[config.mk]
export PLATFORM = sky130hd
export DESIGN_NAME = fetch_unit_flat
export DESIGN_NICKNAME = d
export VERILOG_FILES = /design/src/rtl/fetch_if.sv /design/src/rtl/fetch_unit.sv /design/src/flat_wrapper.sv
export SDC_FILE = /design/constraint.sdc
export NUM_CORES = 1
export LEC_CHECK = 0
export CORE_ASPECT_RATIO = 1.4
export CORE_UTILIZATION = 36
export DETAILED_ROUTE_END_ITERATION = 10
export GPL_ROUTABILITY_DRIVEN = 1
export PLACE_DENSITY = 0.67
export SKIP_LAST_GASP = 1
export SYNTH_ARGS = -nofsm -noshare
export SYNTH_HDL_FRONTEND = slang
export SYNTH_SLANG_ARGS = --single-unit
export TNS_END_PERCENT = 100
[constraint.sdc]
create_clock -name clk -period 5.35 [get_ports clk]
set_clock_uncertainty 0.1 [all_clocks]
set_input_delay 1.07 -clock clk [delete_from_list [all_inputs] [get_ports clk]]
set_output_delay 1.07 -clock clk [all_outputs]
set_load 0.02 [all_outputs]
[src/rtl/fetch_if.sv]
// Bus bundle between the fetch unit and its memory / register-file environment.
// start is taken only while busy=0; memData is valid only in a cycle with memRead=1 and memReady=1.
interface fetch_if;
  logic        start;
  logic [1:0]  operandCount;
  logic [15:0] PC;
  logic [7:0]  memData;
  logic        memReady;
  logic [15:0] memAddr;
  logic        memRead;
  logic [7:0]  dataIn;
  logic [2:0]  regSelect;
  logic        load;
  logic [7:0]  opcode;
  logic [15:0] operand;
  logic        busy;
  logic        done;
  logic        error;

  modport master (
    input  start, operandCount, PC, memData, memReady,
    output memAddr, memRead, dataIn, regSelect, load, opcode, operand, busy, done, error
  );

  modport slave (
    output start, operandCount, PC, memData, memReady,
    input  memAddr, memRead, dataIn, regSelect, load, opcode, operand, busy, done, error
  );
endinterface

[src/rtl/fetch_unit.sv]
// Instruction fetch: reads opcode plus 0-2 operand bytes from PC, then writes the advanced PC back.
// Optional per-byte read timeout enabled by defining FETCH_TIMEOUT_EN.
module fetch_unit #(
  parameter int unsigned TIMEOUT_CYCLES = 15
) (
  input  logic        clk,
  input  logic        reset,
  fetch_if.master     bus,
  output logic [2:0]  dbg_state
);

  typedef enum logic [2:0] {
    IDLE = 3'd0,
    READ = 3'd1,
    WRLO = 3'd2,
    WRHI = 3'd3,
    DONE = 3'd4,
    ERR  = 3'd5
  } state_t;

  state_t      state;
  logic [15:0] ptr;
  logic [15:0] ptr_inc;
  logic [1:0]  count;
  logic [1:0]  idx;

  logic [15:0] mem_addr_q;
  logic        mem_read_q;
  logic [7:0]  data_in_q;
  logic [2:0]  reg_select_q;
  logic        load_q;
  logic [7:0]  opcode_q;
  logic [15:0] operand_q;
  logic        busy_q;
  logic        done_q;

`ifdef FETCH_TIMEOUT_EN
  localparam logic [15:0] TO_LAST = 16'(TIMEOUT_CYCLES - 1);
  logic [15:0] wait_cnt;
  logic        error_q;
`endif

  // 16-bit add wraps FFFF -> 0000 naturally.
  assign ptr_inc = ptr + 16'd1;

  always_ff @(posedge clk) begin
    if (reset) begin
      state        <= IDLE;
      ptr          <= 16'd0;
      count        <= 2'd0;
      idx          <= 2'd0;
      mem_addr_q   <= 16'd0;
      mem_read_q   <= 1'b0;
      data_in_q    <= 8'd0;
      reg_select_q <= 3'd0;
      load_q       <= 1'b0;
      opcode_q     <= 8'd0;
      operand_q    <= 16'd0;
      busy_q       <= 1'b0;
      done_q       <= 1'b0;
`ifdef FETCH_TIMEOUT_EN
      wait_cnt     <= 16'd0;
      error_q      <= 1'b0;
`endif
    end else begin
      done_q <= 1'b0;
`ifdef FETCH_TIMEOUT_EN
      error_q <= 1'b0;
`endif
      case (state)
        IDLE: begin
          if (bus.start) begin
            state      <= READ;
            ptr        <= bus.PC;
            count      <= (bus.operandCount == 2'd3) ? 2'd2 : bus.operandCount;
            idx        <= 2'd0;
            operand_q  <= 16'd0;
            mem_read_q <= 1'b1;
            mem_addr_q <= bus.PC;
            busy_q     <= 1'b1;
`ifdef FETCH_TIMEOUT_EN
            wait_cnt   <= 16'd0;
`endif
          end
        end
        READ: begin
          if (bus.memReady) begin
            case (idx)
              2'd0:    opcode_q        <= bus.memData;
              2'd1:    operand_q[7:0]  <= bus.memData;
              default: operand_q[15:8] <= bus.memData;
            endcase
            ptr <= ptr_inc;
`ifdef FETCH_TIMEOUT_EN
            wait_cnt <= 16'd0;
`endif
            if (idx == count) begin
              // Last byte: the PC low write uses the already-advanced pointer.
              state        <= WRLO;
              mem_read_q   <= 1'b0;
              mem_addr_q   <= 16'd0;
              load_q       <= 1'b1;
              reg_select_q <= 3'd4;
              data_in_q    <= ptr_inc[7:0];
            end else begin
              idx        <= idx + 2'd1;
              mem_addr_q <= ptr_inc;
            end
          end
`ifdef FETCH_TIMEOUT_EN
          else if (wait_cnt == TO_LAST) begin
            state      <= ERR;
            mem_read_q <= 1'b0;
            mem_addr_q <= 16'd0;
            error_q    <= 1'b1;
          end else begin
            wait_cnt <= wait_cnt + 16'd1;
          end
`endif
        end
        WRLO: begin
          state        <= WRHI;
          reg_select_q <= 3'd5;
          data_in_q    <= ptr[15:8];
        end
        WRHI: begin
          state        <= DONE;
          load_q       <= 1'b0;
          reg_select_q <= 3'd0;
          data_in_q    <= 8'd0;
          done_q       <= 1'b1;
        end
        DONE: begin
          state  <= IDLE;
          busy_q <= 1'b0;
        end
        ERR: begin
          state  <= IDLE;
          busy_q <= 1'b0;
        end
        default: begin
          state  <= IDLE;
          busy_q <= 1'b0;
        end
      endcase
    end
  end

  assign bus.memAddr   = mem_addr_q;
  assign bus.memRead   = mem_read_q;
  assign bus.dataIn    = data_in_q;
  assign bus.regSelect = reg_select_q;
  assign bus.load      = load_q;
  assign bus.opcode    = opcode_q;
  assign bus.operand   = operand_q;
  assign bus.busy      = busy_q;
  assign bus.done      = done_q;
`ifdef FETCH_TIMEOUT_EN
  assign bus.error     = error_q;
`else
  assign bus.error     = 1'b0;
`endif
  assign dbg_state     = state;

endmodule

[src/flat_wrapper.sv]
// flat-port wrapper written by rule: the top's interface ports become plain ports
module fetch_unit_flat 
#(
  parameter int unsigned TIMEOUT_CYCLES = 15
)
  (clk, reset, dbg_state, bus_start, bus_operandCount, bus_PC, bus_memData, bus_memReady, bus_memAddr, bus_memRead, bus_dataIn, bus_regSelect, bus_load, bus_opcode, bus_operand, bus_busy, bus_done, bus_error);
  fetch_if bus_i ();
  input  logic clk;
  input  logic reset;
  output logic [2:0] dbg_state;
  input wire logic [$bits(bus_i.start)-1:0] bus_start;
  input wire logic [$bits(bus_i.operandCount)-1:0] bus_operandCount;
  input wire logic [$bits(bus_i.PC)-1:0] bus_PC;
  input wire logic [$bits(bus_i.memData)-1:0] bus_memData;
  input wire logic [$bits(bus_i.memReady)-1:0] bus_memReady;
  output wire logic [$bits(bus_i.memAddr)-1:0] bus_memAddr;
  output wire logic [$bits(bus_i.memRead)-1:0] bus_memRead;
  output wire logic [$bits(bus_i.dataIn)-1:0] bus_dataIn;
  output wire logic [$bits(bus_i.regSelect)-1:0] bus_regSelect;
  output wire logic [$bits(bus_i.load)-1:0] bus_load;
  output wire logic [$bits(bus_i.opcode)-1:0] bus_opcode;
  output wire logic [$bits(bus_i.operand)-1:0] bus_operand;
  output wire logic [$bits(bus_i.busy)-1:0] bus_busy;
  output wire logic [$bits(bus_i.done)-1:0] bus_done;
  output wire logic [$bits(bus_i.error)-1:0] bus_error;
  assign bus_i.start = bus_start;
  assign bus_i.operandCount = bus_operandCount;
  assign bus_i.PC = bus_PC;
  assign bus_i.memData = bus_memData;
  assign bus_i.memReady = bus_memReady;
  assign bus_memAddr = bus_i.memAddr;
  assign bus_memRead = bus_i.memRead;
  assign bus_dataIn = bus_i.dataIn;
  assign bus_regSelect = bus_i.regSelect;
  assign bus_load = bus_i.load;
  assign bus_opcode = bus_i.opcode;
  assign bus_operand = bus_i.operand;
  assign bus_busy = bus_i.busy;
  assign bus_done = bus_i.done;
  assign bus_error = bus_i.error;
  fetch_unit #(.TIMEOUT_CYCLES(TIMEOUT_CYCLES)) u_core (.clk(clk), .reset(reset), .bus(bus_i), .dbg_state(dbg_state));
endmodule
After elaboration in Yosys (flattened, before gate mapping) --
Cells that the tools add are included.
Storage, ports and cells: output and inout port bits 59, bits in registers 78
Cells by class: equality and inequality tests 12, multiplexer cells 35, bitwise operators 1, reductions and logical operators 18, add/subtract/negate cells 2
Operators with widths (count):
- 16-bit two-way mux | 6
- 16-bit case mux with 2 select lines | 3
- 8-bit two-way mux | 4
- 8-bit case mux with 3 select lines | 1
- 16-bit by 1-bit adder with 16-bit output, second input constant | 1
- 4-bit AND reduction | 4
- 3-bit two-way mux | 5
- 3-bit AND reduction | 5
- 3-bit case mux with 4 select lines | 1
- 2-bit inequality test, second input constant | 5
- 3-bit case mux with 3 select lines | 1
- 2-bit two-way mux | 4
- 3-bit by 2-bit == test with 1-bit output, second input constant | 2
- 1-bit two-way mux | 6
- 1-bit case mux with 2 select lines | 3
- 2-bit case mux with 2 select lines | 1
- 2-bit AND reduction | 2
- 2-bit nonzero test | 2
- 3-bit by 1-bit == test with 1-bit output, second input constant | 1
- 3-bit logical NOT | 1
- 3-bit nonzero test | 1
- 3-bit OR reduction | 1
- 2-bit by 1-bit adder with 2-bit output, second input constant | 1
- 2-bit by 1-bit == test with 1-bit output, second input constant | 1
- other kinds (6) | 6

Longest topological paths before layout --
Gate-level depths: netlist of the first run.
depth in word-level cells 5, gate-level depth with buffers 7

Worst setup path after synthesis of the first run --
No wires, ideal clock.
kind in2reg, from in bus_memReady, to reg u_core.ptr[2], slack 3.166 ns, setup time 0.132 ns, data arrival time 1.952 ns, cell stages on the path 6, path through mux2_2 and2_1 buf_2 buf_2 o21ai_0 a21oi_1
Between the ends: word-level cells in the longest chain between the ends 2
Ends and longest elaborated chain:
- start: declaration | RTL line flat_wrapper.sv:15 | input wire logic [$bits(bus_i.memReady)-1:0] bus_memReady;
- 2-bit inequality test (no line)
- 3-bit AND reduction (no line)
- end signal: assignment | RTL line fetch_unit.sv:74 | ptr <= bus.PC;
- end signal: assignment | RTL line fetch_unit.sv:93 | ptr <= ptr_inc;
- end: declaration | RTL line fetch_unit.sv:22 | logic [15:0] ptr;
No other way between the ends. A chain may end at the register's enable or synchronous reset.

Worst setup path in the final report of the first run --
from reg u_core.state[0], in the netlist u_core.dbg_state[0], to out dbg_state[0]
RTL lines:
- start: declaration | RTL line fetch_unit.sv:21 | state_t state;
- start signal: assignment | RTL line fetch_unit.sv:48 | state <= IDLE;
- start signal: assignment | RTL line fetch_unit.sv:73 | state <= READ;
- start signal: assignment | RTL line fetch_unit.sv:99 | state <= WRLO;
- end: declaration | RTL line flat_wrapper.sv:10 | output logic [2:0] dbg_state;
No word-level cell between the ends.

==> results of run 1 <==
## power by group
| part | total, W | internal, W | leakage, nW | switching (W) |
|---|---|---|---|---|
| Combinational | 0.000325 | 0.000142 | 0.980 | 0.000183 |
| Clock | 0.000606 | 0.000373 | 0.143 | 0.000233 |
| Sequential | 0.000670 | 0.000617 | 0.629 | 0.0000530 |
## worst max-delay path by stage
stage | start | endpoint | slack [ns] | cells after the start
after floorplan | bus_memReady | u_core.ptr[2] | 3.17 | 6
after global placement | bus_memReady | u_core.bus.memAddr[4] | 1.95 | 5
final | u_core.dbg_state[0] | dbg_state[0] | 2.11 | 1
after global routing | u_core.dbg_state[0] | dbg_state[0] | 2.00 | 1
after CTS | u_core.dbg_state[0] | dbg_state[0] | 2.07 | 1
after detailed placement | bus_memReady | u_core.bus.memAddr[4] | 1.90 | 5
## routing by layer
| metal | GRT usage, % | share of wire [%] | up-vias |
|---|---|---|---|
| met5 | 0 | 0 | - |
| met4 | 10.9 | 2.5 | 0 |
| met3 | 4.74 | 7.0 | 21 |
| met2 | 37.2 | 51 | 138 |
| met1 | 23.3 | 39 | 1721 |
| li1 | - | - | 1751 |
## cells by family (layout without fill, tap and decap cells)
logic type / count (synthesis) / count (layout) / synth area share (%)
AOI/OAI and AO/OA: 116 / 116 / 20.5
xor gates and xnor gates: 10 / 10 / 2.33
adders and majority gates: 3 / 3 / 0.997
buffers and inverters: 47 / 119 / 5.52
DFF: 77 / 77 / 41.0
muxes: 19 / 19 / 5.09
other: 1 / 2 / 0.0996
and+or+nand+nor: 172 / 172 / 24.5
## layout by cell type (no fill, tap or decap), types with 3 or more instances in the layout
cell type        count
inv_1               14
nand4_1              8
o32ai_1              7
nand3_1             17
clkbuf_16            9
mux2i_1             18
nor2b_1              6
o21ai_0             19
xnor2_1              7
and4_1               5
nand2b_1             8
xor2_1               3
a21oi_1             34
a21boi_0             3
a31oi_1             10
nand2_1             27
o32a_1               4
dfxtp_1             77
clkdlybuf4s50_1     85
and2_1              14
nor2_1              46
a22oi_1             11
a211oi_1            11
nand4bb_1            3
a221oi_1             3
ha_1                 3
nor4_1               8
nor3_1              10
nand3b_1             5
## sequential cells by signal, summed over array words and instances, names as in the netlist
| name | cells |
|---|---|
| u_core.bus.memAddr | 16 |
| u_core.bus.opcode | 8 |
| u_core.bus.dataIn | 8 |
| u_core.count | 2 |
| u_core.bus.regSelect | 2 |
| u_core.bus.done | 1 |
| u_core.bus.load | 1 |
| u_core.dbg_state | 3 |
| u_core.idx | 2 |
| u_core.ptr | 16 |
| u_core.bus.memRead | 1 |
| u_core.bus.busy | 1 |
| u_core.bus.operand | 16 |
## area by class of cell
cell class	count	area, µm²	area share (%)
Inverter	15	56.3	1.14
Sequential cell	77	1540	31.1
Timing Repair Buffer	88	871	17.6
Clock buffer	12	246	4.97
Clock inverter	4	47.5	0.960
Multi-Input combinational cell	322	2020	40.8
Tap cell	135	169	3.41
## per-stage QoR
step / utilization (%) / cell area, µm² / setup WS (ns) / cells / total power [W]
after floorplan: - / 3770 / 3.17 / 446 / 0.000876
after global placement: 46.3 / 4660 / 1.95 / 637 / 0.00100
after detailed placement: 46.3 / 4660 / 1.90 / 637 / 0.00101
after CTS: 49.2 / 4950 / 2.07 / 653 / 0.00161
after global routing: 49.2 / 4950 / 2.00 / 653 / 0.00167
final: 49.2 / 4950 / 2.11 / 653 / 0.00160
==> run_results.csv, run 1 <==
group,metric,value,unit
grt,antenna_found_initial,0,
final_layout,drive_above_1_share,5.21,%
placed_design,dp_hpwl,7.73,mm
pwr,power_density,323,mW/mm²
worst_hold_path,hp-class,"reg -> reg",
clock_tree,cts_tree,"done",
logic_synthesis,synth_area_leaders,"dfxtp_1 (41%), mux2i_1 (4.8%), nor2_1 (4.6%)",
sta,finalSetupViolations,0,
floorplanning,ios,89,
logic_synthesis,synth_area,0.00376,mm²
final_layout,diodes,0,
pwr,worst_ir_drop_vdd,0.183,mV
logic_synthesis,synth-async-reset-ratio,0,%
critical_path,startpoint_type,"flop",
clock_tree,cts_buffers,9,
sta,grt_setup_unrepaired,"no",
final_layout,n_fill_cell,977,
sta,post-route-period-util,60.6,%
logic_synthesis,yosysMostFrequentCell,"dfxtp_1",
critical_path,rrSetupSlack,2.44,ns
logic_synthesis,synth_cell_types,56,
critical_path,cp.buffers_inverters,1,
logic_synthesis,synth_common_cells,"dfxtp_1 (77), nor2_1 (46), a21oi_1 (34)",
critical_path,reg2reg_from,"u_core.dbg_state[0]",
logic_synthesis,syn-mean-instance-area,8.46,µm²
grt,grt.total_usage,21.1,%
critical_path,end_kind,"output port",
critical_path,required,4.18,ns
pwr,power.leakage,1.75,nW
grt,gr-total-overflow,0,
logic_synthesis,synth_edf_count,0,
critical_path,cp_slowest_cell,"dfxtp_1",
clock_tree,cts-root-buf,"clkbuf_16",
critical_path,cp_max_fo,27,
final_layout,fin_nets,546,
worst_hold_path,hold_end,"u_core.bus.memAddr[5]",
critical_path,timing.rr.end,"u_core.bus.memAddr[4]",
floorplanning,rows,43,
sta,relSlewSlack,27.3,%
clock_tree,clk_pin_slew,0.06,ns
floorplanning,start_util,37.4,%
sta,fin_hold_ws,0.375,ns
floorplanning,die_w,88.4,µm
logic_synthesis,synth_ff_type,"dfxtp_1",
placed_design,place.gp.congestion,0.845,
clock_tree,clkSinkCount,77,
floorplanning,die_y,123,µm
logic_synthesis,synth_warnings,0,
route,viasPerCell,5.56,
clock_tree,clock_latency,0.34,ns
grt,grt_pass1_wl,17.4,mm
logic_synthesis,seq_area_frac_synth,41.0,%
critical_path,crit_arrival,2.07,ns
grt,grt_pass1_vias,3551,
route,ant_nets,0,
logic_synthesis,netlist.area_leader.share,41.0,%
route,via_count,3631,
sta,drv_slew,0,
worst_hold_path,worstHoldStart,"u_core.bus.memAddr[5]",
logic_synthesis,yosys.area.top_type,"dfxtp_1",
floorplanning,fp.dieArea,0.0109,mm²
critical_path,cp_top_family,"flip-flops",
floorplanning,core,0.0101,mm²
run_status,outcome,"complete, no violations",
logic_synthesis,synthCells,445,
grt,grt_max_degree,58,
logic_synthesis,ys_ff_latch,77,
route,wl_per_cell,16.6,µm
clock_tree,cts_resized,0,
sta,layout_min_cycle_time,3.24,ns
route,drc_errors,0,
sta,tightest_slew,1.09,ns
critical_path,rr_worst_depth,4,
clock_tree,hold_buffers,0,
critical_path,critPathMaxStageDelay,0.98,ns
worst_hold_path,holdPathStages,2,
final_layout,syn_to_final_growth,31.6,%
critical_path,worstSetupPathType,"reg -> out",
route,drt-total-wl,10.9,mm
clock_tree,clk_path_buf_depth,2,
placed_design,io_buffers,86,
flow_run,drv_cap,0,
sta,final_hold_viol_count,0,
clock_tree,cts-htree-levels,3,
sta,finalSetupTns,0,ns
sta,fmax,0.308,GHz
route,dr.pass1.iters,5,
clock_tree,postCtsSetupBuffers,0,
route,drt_iter0_drc,199,
critical_path,path_cells,"clkdlybuf4s50_1",
Power figures use the tool's default switching activity.
==> inputs of run 2 (changes only) <==
==> constraint.sdc (replaced) <==
create_clock -name clk -period 3.2 [get_ports clk]
set_clock_uncertainty 0.1 [all_clocks]
set_input_delay 0.64 -clock clk [delete_from_list [all_inputs] [get_ports clk]]
set_output_delay 0.64 -clock clk [all_outputs]
set_load 0.02 [all_outputs]
==> run 2 against run 1 <==
Net effect:
- hold slack worse by 0.0057 ns
- total power grew 69%
- sequential share of layout area is 0.59 points lower
- core utilization grew 0.95 points
- flip-flop and latch count is the same
- critical path depth up 5
- non-clock buffer count is 11 higher
- combinational power increased by 80%
- first-iteration DRC count up 8.0%
- largest cell class unchanged
==> run_results.csv, run 2 (synthesis gave the netlist of run 1 again) <==
group,metric,value,unit
run_status,outcome,"complete, no violations",
route,drc_errors,0,
worst_hold_path,hold_end,"u_core.bus.dataIn[7]",
floorplanning,ios,89,
critical_path,rr_worst_depth,5,
critical_path,reg2reg_from,"u_core.dbg_state[2]",
final_layout,drive_above_1_share,7.18,%
clock_tree,cts-htree-levels,3,
clock_tree,cts-root-buf,"clkbuf_16",
final_layout,final_common_cell,"clkdlybuf4s50_1",
worst_hold_path,holdPathStages,2,
clock_tree,cts_buffers,9,
critical_path,timing.rr.end,"u_core.bus.memAddr[0]",
floorplanning,rows,43,
sta,grt_setup_unrepaired,"no",
placed_design,io_buffers,86,
placed_design,place_ws,0.494,ns
route,ant_nets,0,
critical_path,cp_max_fo,14,
critical_path,startpoint_type,"input pin",
floorplanning,die_w,88.4,µm
sta,finalSetupTns,0,ns
clock_tree,clk_pin_slew,0.06,ns
clock_tree,postCtsSetupBuffers,0,
route,via_count,3668,
sta,post-route-period-util,74.9,%
critical_path,rrSetupSlack,1.13,ns
final_layout,fin_nets,557,
grt,grt_pass1_wl,18.2,mm
critical_path,required,3.34,ns
grt,grt_pass1_vias,3696,
flow_run,drv_cap,0,
floorplanning,die_y,123,µm
critical_path,crit_start,"bus_memReady",
sta,final_hold_viol_count,0,
grt,grt.total_usage,21.9,%
clock_tree,cts_tree,"done",
final_layout,mostFrequentLayoutCells,"clkdlybuf4s50_1 (85), dfxtp_1 (77), nor2_1 (46)",
grt,grt_max_degree,35,
sta,worst_slack,0.804,ns
sta,relSlewSlack,48.1,%
route,drt_iter0_drc,215,
pwr,power.leakage,1.81,nW
grt,gr-total-overflow,0,
pwr,total_power,0.00271,W
worst_hold_path,hp-class,"reg -> reg",
pwr,worst_ir_drop_vdd,0.303,mV
pwr,internal-power,0.00191,W
route,drt-total-wl,11.3,mm
placed_design,dp_hpwl,8.19,mm
pwr,pwr-share-clk,37.5,%
pwr,combinationalPowerShare,21.6,%
pwr,seqPwrFrac,40.9,%
final_layout,syn_to_final_growth,34.2,%
grt,antenna_found_initial,0,
final_layout,n_fill_cell,986,
critical_path,worstSetupPathType,"in -> reg",
final_layout,diodes,0,
sta,layout_min_cycle_time,2.40,ns
route,viasPerCell,5.52,
route,wl_per_cell,17.0,µm
clock_tree,cts_resized,0,
pwr,power_density,537,mW/mm²
final_layout,fin_util,50.2,%
pwr,power_switching,0.000800,W
clock_tree,clk_path_buf_depth,2,
route,dr.pass1.iters,5,
clock_tree,hold_buffers,0,
sta,tightest_slew,0.772,ns
critical_path,crit_arrival,2.54,ns
sta,drv_slew,0,
floorplanning,start_util,37.4,%
sta,finalSetupViolations,0,
clock_tree,clock_latency,0.34,ns
floorplanning,core,0.0101,mm²
pwr,p_sw_share,29.5,%
sta,fmax,0.417,GHz
worst_hold_path,worstHoldStart,"u_core.bus.dataIn[7]",
critical_path,end_kind,"flop",
floorplanning,fp.dieArea,0.0109,mm²
placed_design,place.gp.congestion,0.859,
clock_tree,clkSinkCount,77,
==> run 2: stage by stage <==
| step | hold WS, ns | cells | cell area [µm²] |
|---|---|---|---|
| after floorplan | 0.368 | 446 | 3770 |
| after global placement | 0.364 | 648 | 4760 |
| after detailed placement | 0.362 | 648 | 4760 |
| after CTS | 0.371 | 664 | 5050 |
| after global routing | 0.394 | 664 | 5050 |
| final | 0.369 | 664 | 5050 |
==> run 2: power groups by stage <==
stage	clock [W]	combinational (W)	sequential, W
after floorplan	0	0.000310	0.00115
after global placement	0	0.000574	0.00113
after detailed placement	0	0.000583	0.00113
after CTS	0.00103	0.000586	0.00111
after global routing	0.00107	0.000639	0.00112
final	0.00102	0.000586	0.00111
==> run 2: layout make-up <==
class | instances | area [µm²] | area share (%)
multi-input combinational | 322 | 2020 | 40.1
sequential | 77 | 1540 | 30.5
timing repair buffer | 99 | 966 | 19.1
clock buffer | 12 | 246 | 4.88
tap | 135 | 169 | 3.34
inverter | 15 | 56.3 | 1.11
clock inverter | 4 | 47.5 | 0.942
==> run 2: routing by layer <==
layer | GRT usage, % | part of all wire [%]
met3 | 5.14 | 6.2
met1 | 24.9 | 40
met4 | 8.47 | 1.5
met2 | 39.0 | 52
met5 | 0 | 0
==> run 2: how the worst max path moves through the flow <==
stage                            end  depth (start not counted)
2_1_floorplan   u_core.bus.dataIn[7]                          5
3_3_place_gp   u_core.bus.memAddr[1]                          6
3_5_place_dp   u_core.bus.memAddr[1]                          6
4_1_cts        u_core.bus.memAddr[1]                          6
5_1_grt        u_core.bus.memAddr[1]                          6
6_report       u_core.bus.memAddr[1]                          6
==> run 2: critical path, cell delays in order <==
cell and delay [ns]:
clkdlybuf4s50_1 0.51, mux2_2 0.35, nand2_1 0.41, buf_4 0.30
a21oi_1 0.08, a211oi_1 0.24
